==> src/rtl/conv_pkg.sv <==
// Shared types and constants for the ping-pong row-buffer sequencing controller.
package conv_pkg;

  typedef enum logic [1:0] {IDLE, START, SWEEP, DONE} rd_state_t;

  // 0 = ping bank, 1 = pong bank
  typedef logic bank_sel_t;

  localparam int DEF_IMAGE_SIZE  = 16;
  localparam int DEF_KERNEL_SIZE = 3;
  localparam int DEF_MAX_ADDRESS = 15;

  function automatic int windows_per_bank(input int image_size, input int kernel_size,
                                          input int max_address);
    return (max_address + 2 - kernel_size) * (image_size - kernel_size + 1);
  endfunction

  localparam int WINDOWS_PER_BANK =
    windows_per_bank(DEF_IMAGE_SIZE, DEF_KERNEL_SIZE, DEF_MAX_ADDRESS);

endpackage

==> src/rtl/conv_window_addr_gen.sv <==
// Row/column sweep counter for convolution windows over one bank, with stall
// (advance low) and a flag marking the final window of the bank.
module conv_window_addr_gen
  import conv_pkg::*;
#(
  parameter int IMAGE_SIZE  = 16,
  parameter int KERNEL_SIZE = 3,
  parameter int ADDR_SIZE   = 4,
  parameter int MAX_ADDRESS = 15
) (
  input  logic                          clk,
  input  logic                          rst,
  input  logic                          load,
  input  logic                          advance,
  output logic [ADDR_SIZE-1:0]          rd_row,
  output logic [$clog2(IMAGE_SIZE)-1:0] rd_col,
  output logic                          last_win
);

  localparam int COL_W = $clog2(IMAGE_SIZE);
  localparam logic [ADDR_SIZE-1:0] LAST_ROW = ADDR_SIZE'(MAX_ADDRESS + 1 - KERNEL_SIZE);
  localparam logic [COL_W-1:0]     LAST_COL = COL_W'(IMAGE_SIZE - KERNEL_SIZE);

  logic [ADDR_SIZE-1:0] row_reg, row_next;
  logic [COL_W-1:0]     col_reg, col_next;
  logic                 col_end;

  assign col_end  = (col_reg == LAST_COL);
  assign last_win = col_end && (row_reg == LAST_ROW);
  assign rd_row   = row_reg;
  assign rd_col   = col_reg;

  always_comb begin
    row_next = row_reg;
    col_next = col_reg;
    if (load) begin
      row_next = '0;
      col_next = '0;
    end else if (advance) begin
      if (col_end) begin
        col_next = '0;
        // wrap to the origin after the final window so the next sweep starts clean
        row_next = last_win ? '0 : row_reg + 1'b1;
      end else begin
        col_next = col_reg + 1'b1;
      end
    end
  end

  always_ff @(posedge clk or negedge rst) begin
    if (!rst) begin
      row_reg <= '0;
      col_reg <= '0;
    end else begin
      row_reg <= row_next;
      col_reg <= col_next;
    end
  end

endmodule

==> src/rtl/conv_pingpong_ctrl.sv <==
// Ping-pong row-buffer controller: steers row writes into the free bank and sweeps
// convolution windows over full banks. Optional sticky overrun flag: PINGPONG_OVERRUN_EN.
module conv_pingpong_ctrl
  import conv_pkg::*;
#(
  parameter int IMAGE_SIZE  = 16,
  parameter int KERNEL_SIZE = 3,
  parameter int ADDR_SIZE   = 4,
  parameter int MAX_ADDRESS = 15,
  parameter int CNT_WIDTH   = 10
) (
  input  logic                          clk,
  input  logic                          rst,
  input  logic                          wr_en,
  input  logic                          ready,
  output logic                          wr_ready,
  output logic                          ping_wr_en,
  output logic                          pong_wr_en,
  output logic [ADDR_SIZE-1:0]          wr_addr,
  output logic                          switch,
  output logic [ADDR_SIZE-1:0]          rd_row,
  output logic [$clog2(IMAGE_SIZE)-1:0] rd_col,
  output logic                          win_valid,
  output logic                          start,
  output logic                          bank_done,
  output logic [CNT_WIDTH-1:0]          counter
`ifdef PINGPONG_OVERRUN_EN
  ,
  output logic                          overrun
`endif
);

  localparam logic [ADDR_SIZE-1:0] LAST_WR_ADDR = ADDR_SIZE'(MAX_ADDRESS);

  rd_state_t            state_reg, state_next;
  bank_sel_t            wr_sel_reg, wr_sel_next;
  bank_sel_t            switch_reg, switch_next;
  logic [ADDR_SIZE-1:0] wr_addr_reg, wr_addr_next;
  logic [CNT_WIDTH-1:0] counter_reg, counter_next;
  logic [1:0]           full_reg, full_next;
  logic                 accept, wr_last, last_win, sweep_load, sweep_advance;

  assign wr_ready   = !full_reg[wr_sel_reg];
  assign accept     = wr_en && wr_ready;
  assign ping_wr_en = accept && (wr_sel_reg == 1'b0);
  assign pong_wr_en = accept && (wr_sel_reg == 1'b1);
  assign wr_last    = (wr_addr_reg == LAST_WR_ADDR);

  assign wr_addr = wr_addr_reg;
  assign switch  = switch_reg;
  assign counter = counter_reg;

  always_comb begin
    wr_addr_next = wr_addr_reg;
    wr_sel_next  = wr_sel_reg;
    if (accept) begin
      if (wr_last) begin
        wr_addr_next = '0;
        wr_sel_next  = ~wr_sel_reg;
      end else begin
        wr_addr_next = wr_addr_reg + 1'b1;
      end
    end
  end

  // Writer only sets the bank at wr_sel (never full), reader only clears the bank
  // at switch (always full), so the two never collide on the same bit.
  generate
    for (genvar gi = 0; gi < 2; gi++) begin : g_full
      logic set_full, clr_full;
      assign set_full      = accept && wr_last && (wr_sel_reg == 1'(gi));
      assign clr_full      = (state_reg == DONE) && (switch_reg == 1'(gi));
      assign full_next[gi] = set_full || (full_reg[gi] && !clr_full);
    end
  endgenerate

  always_comb begin
    state_next    = state_reg;
    switch_next   = switch_reg;
    counter_next  = counter_reg;
    start         = 1'b0;
    bank_done     = 1'b0;
    win_valid     = 1'b0;
    sweep_load    = 1'b0;
    sweep_advance = 1'b0;
    case (state_reg)
      IDLE: begin
        if (ready && full_reg[switch_reg]) state_next = START;
      end
      START: begin
        start      = 1'b1;
        sweep_load = 1'b1;
        state_next = SWEEP;
      end
      SWEEP: begin
        win_valid     = ready;
        sweep_advance = ready;
        if (ready && last_win) state_next = DONE;
      end
      DONE: begin
        bank_done    = 1'b1;
        switch_next  = ~switch_reg;
        counter_next = counter_reg + 1'b1;
        state_next   = IDLE;
      end
      default: state_next = IDLE;
    endcase
  end

  always_ff @(posedge clk or negedge rst) begin
    if (!rst) begin
      state_reg   <= IDLE;
      wr_sel_reg  <= 1'b0;
      switch_reg  <= 1'b0;
      wr_addr_reg <= '0;
      counter_reg <= '0;
      full_reg    <= '0;
    end else begin
      state_reg   <= state_next;
      wr_sel_reg  <= wr_sel_next;
      switch_reg  <= switch_next;
      wr_addr_reg <= wr_addr_next;
      counter_reg <= counter_next;
      full_reg    <= full_next;
    end
  end

  conv_window_addr_gen #(
    .IMAGE_SIZE  (IMAGE_SIZE),
    .KERNEL_SIZE (KERNEL_SIZE),
    .ADDR_SIZE   (ADDR_SIZE),
    .MAX_ADDRESS (MAX_ADDRESS)
  ) u_addr_gen (
    .clk      (clk),
    .rst      (rst),
    .load     (sweep_load),
    .advance  (sweep_advance),
    .rd_row   (rd_row),
    .rd_col   (rd_col),
    .last_win (last_win)
  );

`ifdef PINGPONG_OVERRUN_EN
  logic overrun_reg;

  always_ff @(posedge clk or negedge rst) begin
    if (!rst)                    overrun_reg <= 1'b0;
    else if (wr_en && !wr_ready) overrun_reg <= 1'b1;
  end

  assign overrun = overrun_reg;
`endif

endmodule
==> config.mk <==
export PLATFORM = sky130hd
export DESIGN_NAME = conv_pingpong_ctrl
export DESIGN_NICKNAME = d
export VERILOG_FILES = /design/src/rtl/conv_pkg.sv /design/src/rtl/conv_window_addr_gen.sv /design/src/rtl/conv_pingpong_ctrl.sv
export SDC_FILE = /design/constraint.sdc
export NUM_CORES = 1
export LEC_CHECK = 0
export CORE_ASPECT_RATIO = 1.5
export CORE_MARGIN = 4
export CORE_UTILIZATION = 45
export CTS_CLUSTER_SIZE = 12
export DETAILED_ROUTE_END_ITERATION = 7
export MAX_ROUTING_LAYER = met4
export PLACE_DENSITY = 0.75
export SYNTH_ARGS = -nofsm -noshare
export SYNTH_HDL_FRONTEND = slang
export SYNTH_HIERARCHICAL = 1
export SYNTH_SLANG_ARGS = --single-unit
==> constraint.sdc <==
create_clock -name clk -period 1.9 [get_ports clk]
set_clock_uncertainty 0.1 [all_clocks]
set_input_delay 0.38 -clock clk [delete_from_list [all_inputs] [get_ports clk]]
set_output_delay 0.38 -clock clk [all_outputs]
set_load 0.005 [all_outputs]
==> After elaboration in Yosys (flattened, before gate mapping) <==
Index checks and enable logic that the tools add are counted.
{ "word_totals": {"ff_bits": 28} }
{ "op_classes": {"n_eq_ne": 8, "order_cmp": 2, "n_bitwise": 2, "muxes": 18, "n_reduce_logical": 24, "n_addsub": 4} }
{ "ops": {"columns": ["cell", "count"], "rows": [
  ["$mux W4", 8],
  ["$logic_and A1 B1 Y1", 13],
  ["$add A4 B1 Y4 const B", 3],
  ["$eq A4 B4 Y1 const B", 3],
  ["$add A10 B1 Y10 const B", 1],
  ["$pmux W2 S4", 1],
  ["$mux W1", 7],
  ["$reduce_and A2 Y1", 3],
  ["$eq A2 B2 Y1 const B", 2],
  ["$lt A1 B2 Y1 const B", 2],
  ["$mux W2", 2],
  ["$ne A2 B2 Y1 const B", 2],
  ["$reduce_bool A2 Y1", 2],
  ["$logic_not A1 Y1", 3],
  ["$eq A2 B1 Y1 const B", 1],
  ["$logic_not A2 Y1", 1],
  ["$logic_or A1 B1 Y1", 2],
  ["$not A1 Y1", 2]
]} }

==> Depth between registers and ports, before layout <==
{ "depth": {"ltp_word": 7, "depth_mapped": 7, "depth_no_buf": 7} }

==> Hierarchy <==
The synthesis kept the hierarchy.
{ "modules_own_cells": {"columns": ["module", "cells_per_inst", "area_per_inst_um2", "instances"], "rows": [
  ["conv_pingpong_ctrl", 85, 999.7, 1],
  ["conv_window_addr_gen", 48, 488.0, 1]
]} }

==> Worst setup path before layout <==
Ideal clock, no wire load.
{ "synth_timing": {"path_kind": "register to register", "from": "reg state_reg[0]", "to": "reg u_addr_gen.row_reg[3], in the netlist u_addr_gen/rd_row[3]", "period_less_slack_ns": 1.881, "t_arrival_ns": 1.712, "path_stages_with_launch": 7, "path_buffers": 0, "setup_slack_ns": 0.019, "setup_ns": 0.069, "required_time_ns": 1.731, "path_cell_list": "dfrtp_1 inv_1 ha_1 and2_1 a41oi_4 or4_1 nand3_1"} }
{ "synth_via": {"elab_chain_cells": 4, "elab_cells_between_ends": 8, "classes_between": "2 x eq/ne; 3 x mux; 3 x reduce/logical"} }
{ "synth_lines": {"columns": ["item", "line_no", "rtl"], "rows": [
  ["start: declaration", "conv_pingpong_ctrl.sv:35", "rd_state_t state_reg, state_next;"],
  ["start signal: assignment", "conv_pingpong_ctrl.sv:119", "state_reg <= state_next;"],
  ["$eq A2 B2 Y1", null, null],
  ["$mux W1", null, null],
  ["net win_valid", "conv_pingpong_ctrl.sv:23", "output logic win_valid,"],
  ["$reduce_bool A2 Y1 (no line)", null, null],
  ["$reduce_and A2 Y1 (no line)", null, null],
  ["end signal: assignment", "conv_window_addr_gen.sv:55", "row_reg <= row_next;"],
  ["end: declaration", "conv_window_addr_gen.sv:24", "logic [ADDR_SIZE-1:0] row_reg, row_next;"]
]} }
The timed path passes the listed nets, and every way through them passes these cells.
A chain may end at the register's enable or synchronous reset.

==> Final worst setup path <==
{ "layout_timing": {"from": "reg state_reg[0]", "to": "out bank_done"} }
{ "layout_via": {"elab_chain_cells": 2} }
{ "layout_lines": {"columns": ["item", "line_no", "rtl"], "rows": [
  ["$eq A2 B2 Y1", "conv_pingpong_ctrl.sv:86", "case (state_reg)"],
  ["$mux W1", "conv_pingpong_ctrl.sv:86", null],
  ["end: declaration", "conv_pingpong_ctrl.sv:25", "output logic bank_done,"]
]} }
No other way between the ends.

==> summary.txt <==
Floorplanning
  • Core Area: 3160 µm²
  • I/O pins: 33
  • Die width: 54.9 µm
  • Initial Utilization: 0.471
  • Row count: 25
  • Die Y: 78.4 µm
  • Die area: 4310 µm²

Place
  • Buffers added on ports: 32
  • Post-DP Area: 1950 µm²
  • Cells after DPL: 217
  • Setup WS pre-CTS: -295 ps
  • GPL Wtd Cong: 0.748
  • DP HPWL: 2.43 mm

Critical path
  • Slack of the worst reg-to-reg path: 110 ps
  • CP Data Arrival Time: 1350 ps
  • Critical path peak fanout: 3
  • Worst setup SP type: flip-flop
  • CP endpoint kind: primary output
  • Req. time, crit path: 1420 ps
  • Worst R2R Path Depth: 7
  • Worst Setup Path Type: reg2out

Layout
  • Post-layout util: 0.650
  • Antenna diodes: 0
  • Area growth syn-to-layout: 38.1%
  • Finished Layout Cells: 224
  • Nets@finish: 200
  • Max reg flops: 10
  • Layout cell share with drive strength beyond 1: 0.190
  • Fill cells: 267
  • Final non-filler cell area: 2050 µm²

Job
  • Max Cap Viol: 0

Timing
  • Final WS setup: 74.9 ps
  • Slew @ Worst Pin: 368 ps
  • Setup_tns: 0 ps
  • # setup viols final: 0
  • Slew Viols, Final: 0
  • Hold Slack: 376 ps
  • Max-slew headroom: 0.754
  • Final Cycle Share: 0.961
  • Final hold violations: 0
  • Max Freq: 548 MHz
  • Period minus WS final: 1830 ps

Logic synthesis
  • Post-synthesis sequential area ratio: 0.471
  • Most common cell in the synthesized netlist: dfrtp_1
  • Count of cell types in the netlist: 35
  • Top cell type's share of synthesized area: 0.471
  • Avg Cell Area, Syn: 11.2 µm²
  • Mapped cell area: 1490 µm²
  • Largest cells by area after synthesis: dfrtp_1, ha_1, xnor2_1
  • YS warnings: 6
  • Area leader, netlist: dfrtp_1
  • Post-synth EDFFs: 0
  • Asr flop ratio synth: 1.00
  • Top post-synthesis cells by count: dfrtp_1, ha_1, xnor2_1, nand2_1
  • #FFs+latches synth: 28
  • Syn Nets: 148
  • Synth Instances: 133
  • Top FF cell, synth: dfrtp_1

Clock tree
  • TritonCTS Buffers: 3
  • H-tree level count: 1
  • Clk sink count: 28
  • CTS tree: done
  • Clock Latency Late Sink: 280 ps
  • Clk slew on worst S/H paths: 100 ps
  • Bufs on Longest Clock Path: 2
  • Clk root buf: clkbuf_8

Detailed routing
  • DRT iter0 DRCs: 20
  • Pre-antenna DRT Iters: 2
  • Total number of vias: 1174
  • Via/cell ratio: 5.24
  • Remaining DRCs: 0
  • Final wirelength: 3.19 mm
  • WL/cell: 14.2 µm
  • Antenna-violating nets left: 0

Global routing
  • First-pass GRT wire length: 5.46 mm
  • Gr ovfl total: 0
  • Initial antenna violation count: 0
  • Vias in the first global route: 1256
  • Largest net degree at the start of global routing: 29
  • GR Util All Layers: 0.171

Power and ir drop
  • Leakage: 0.938 nW
  • Tot Pwr: 2.34 mW
  • Power Density: 1140 nW/µm²
  • VDD IR max: 741 µV

Run status
  • Status: finished clean

Worst hold path
  • Worst Hold Class: in2async
-- path summary, 6_finish.rpt --
| path | startpoint | end |
|---|---|---|
| worst max-delay path | state_reg[0] | bank_done |
| worst min-delay path | rst | counter[5] |
| worst max register to register | state_reg[0] | u_addr_gen/rd_row[3] |
| worst min register to register | counter[9] | counter[9] |
| max in group asynchronous | rst | wr_sel_reg |
| min in group clk | counter[9] | counter[9] |
-- per-layer routing --
metal  track usage  share of wire
met1         0.191           0.41
met2         0.310           0.55
met3        0.0171          0.029
met5             -              0
met4        0.0438          0.010
-- cell type report --
class / instances / area (µm²) / area share
multi-input combinational: 96 / 763 / 0.371
clock buffer: 3 / 41.3 / 0.0201
sequential: 28 / 703 / 0.342
tap: 40 / 50.0 / 0.0244
clock inverter: 1 / 30.0 / 0.0146
timing repair buffer: 49 / 440 / 0.214
inverter: 7 / 26.3 / 0.0128
-- repair_timing --
item | 4_1_cts | 5_1_grt
buffers inserted | 2 | 1
resized for setup | 13 | 1
pin swaps | 0 | 1
hold buffers | 0 | 0
setup endpoints to repair | 7 | 1
-- worst max-delay path, stage by stage, from the launching register on --
cell,delay (ps)
dfrtp_1,410
buf_4,150
ha_1,230
dlygate4sd2_1,280
-- cells in the final DEF, fill, tap and decap left out, drive strengths merged, types with 2 or more instances in the layout --
cell            n
a21oi           2
and2            3
and3            4
and4            2
buf            17
clkbuf          3
clkdlybuf4s50  26
dfrtp          28
dlygate4sd2     6
ha             11
inv             7
mux2            4
mux2i           2
nand2          10
nand2b          5
nand3           7
nand3b          3
nand4           3
nor2            4
nor2b           2
o211ai          2
o21ai           6
o2bb2ai         2
xnor2          10
xor2            4
-- cell families after synthesis --
| logic type | share of synthesized area |
|---|---|
| AO/OA/AOI/OAI | 0.104 |
| XOR/XNOR | 0.0824 |
| adder cells (fa/ha/maj) | 0.0925 |
| buffers and inverters | 0.0244 |
| flip-flops | 0.471 |
| multiplexers | 0.0521 |
| AND/OR/NAND/NOR | 0.173 |
-- where the power goes --
part / internal [mW] / total, mW / switching (mW)
clock: 0.282 / 0.481 / 0.198
combinational: 0.573 / 0.978 / 0.406
sequential: 0.719 / 0.880 / 0.162
(Power assumes the default switching activity.)
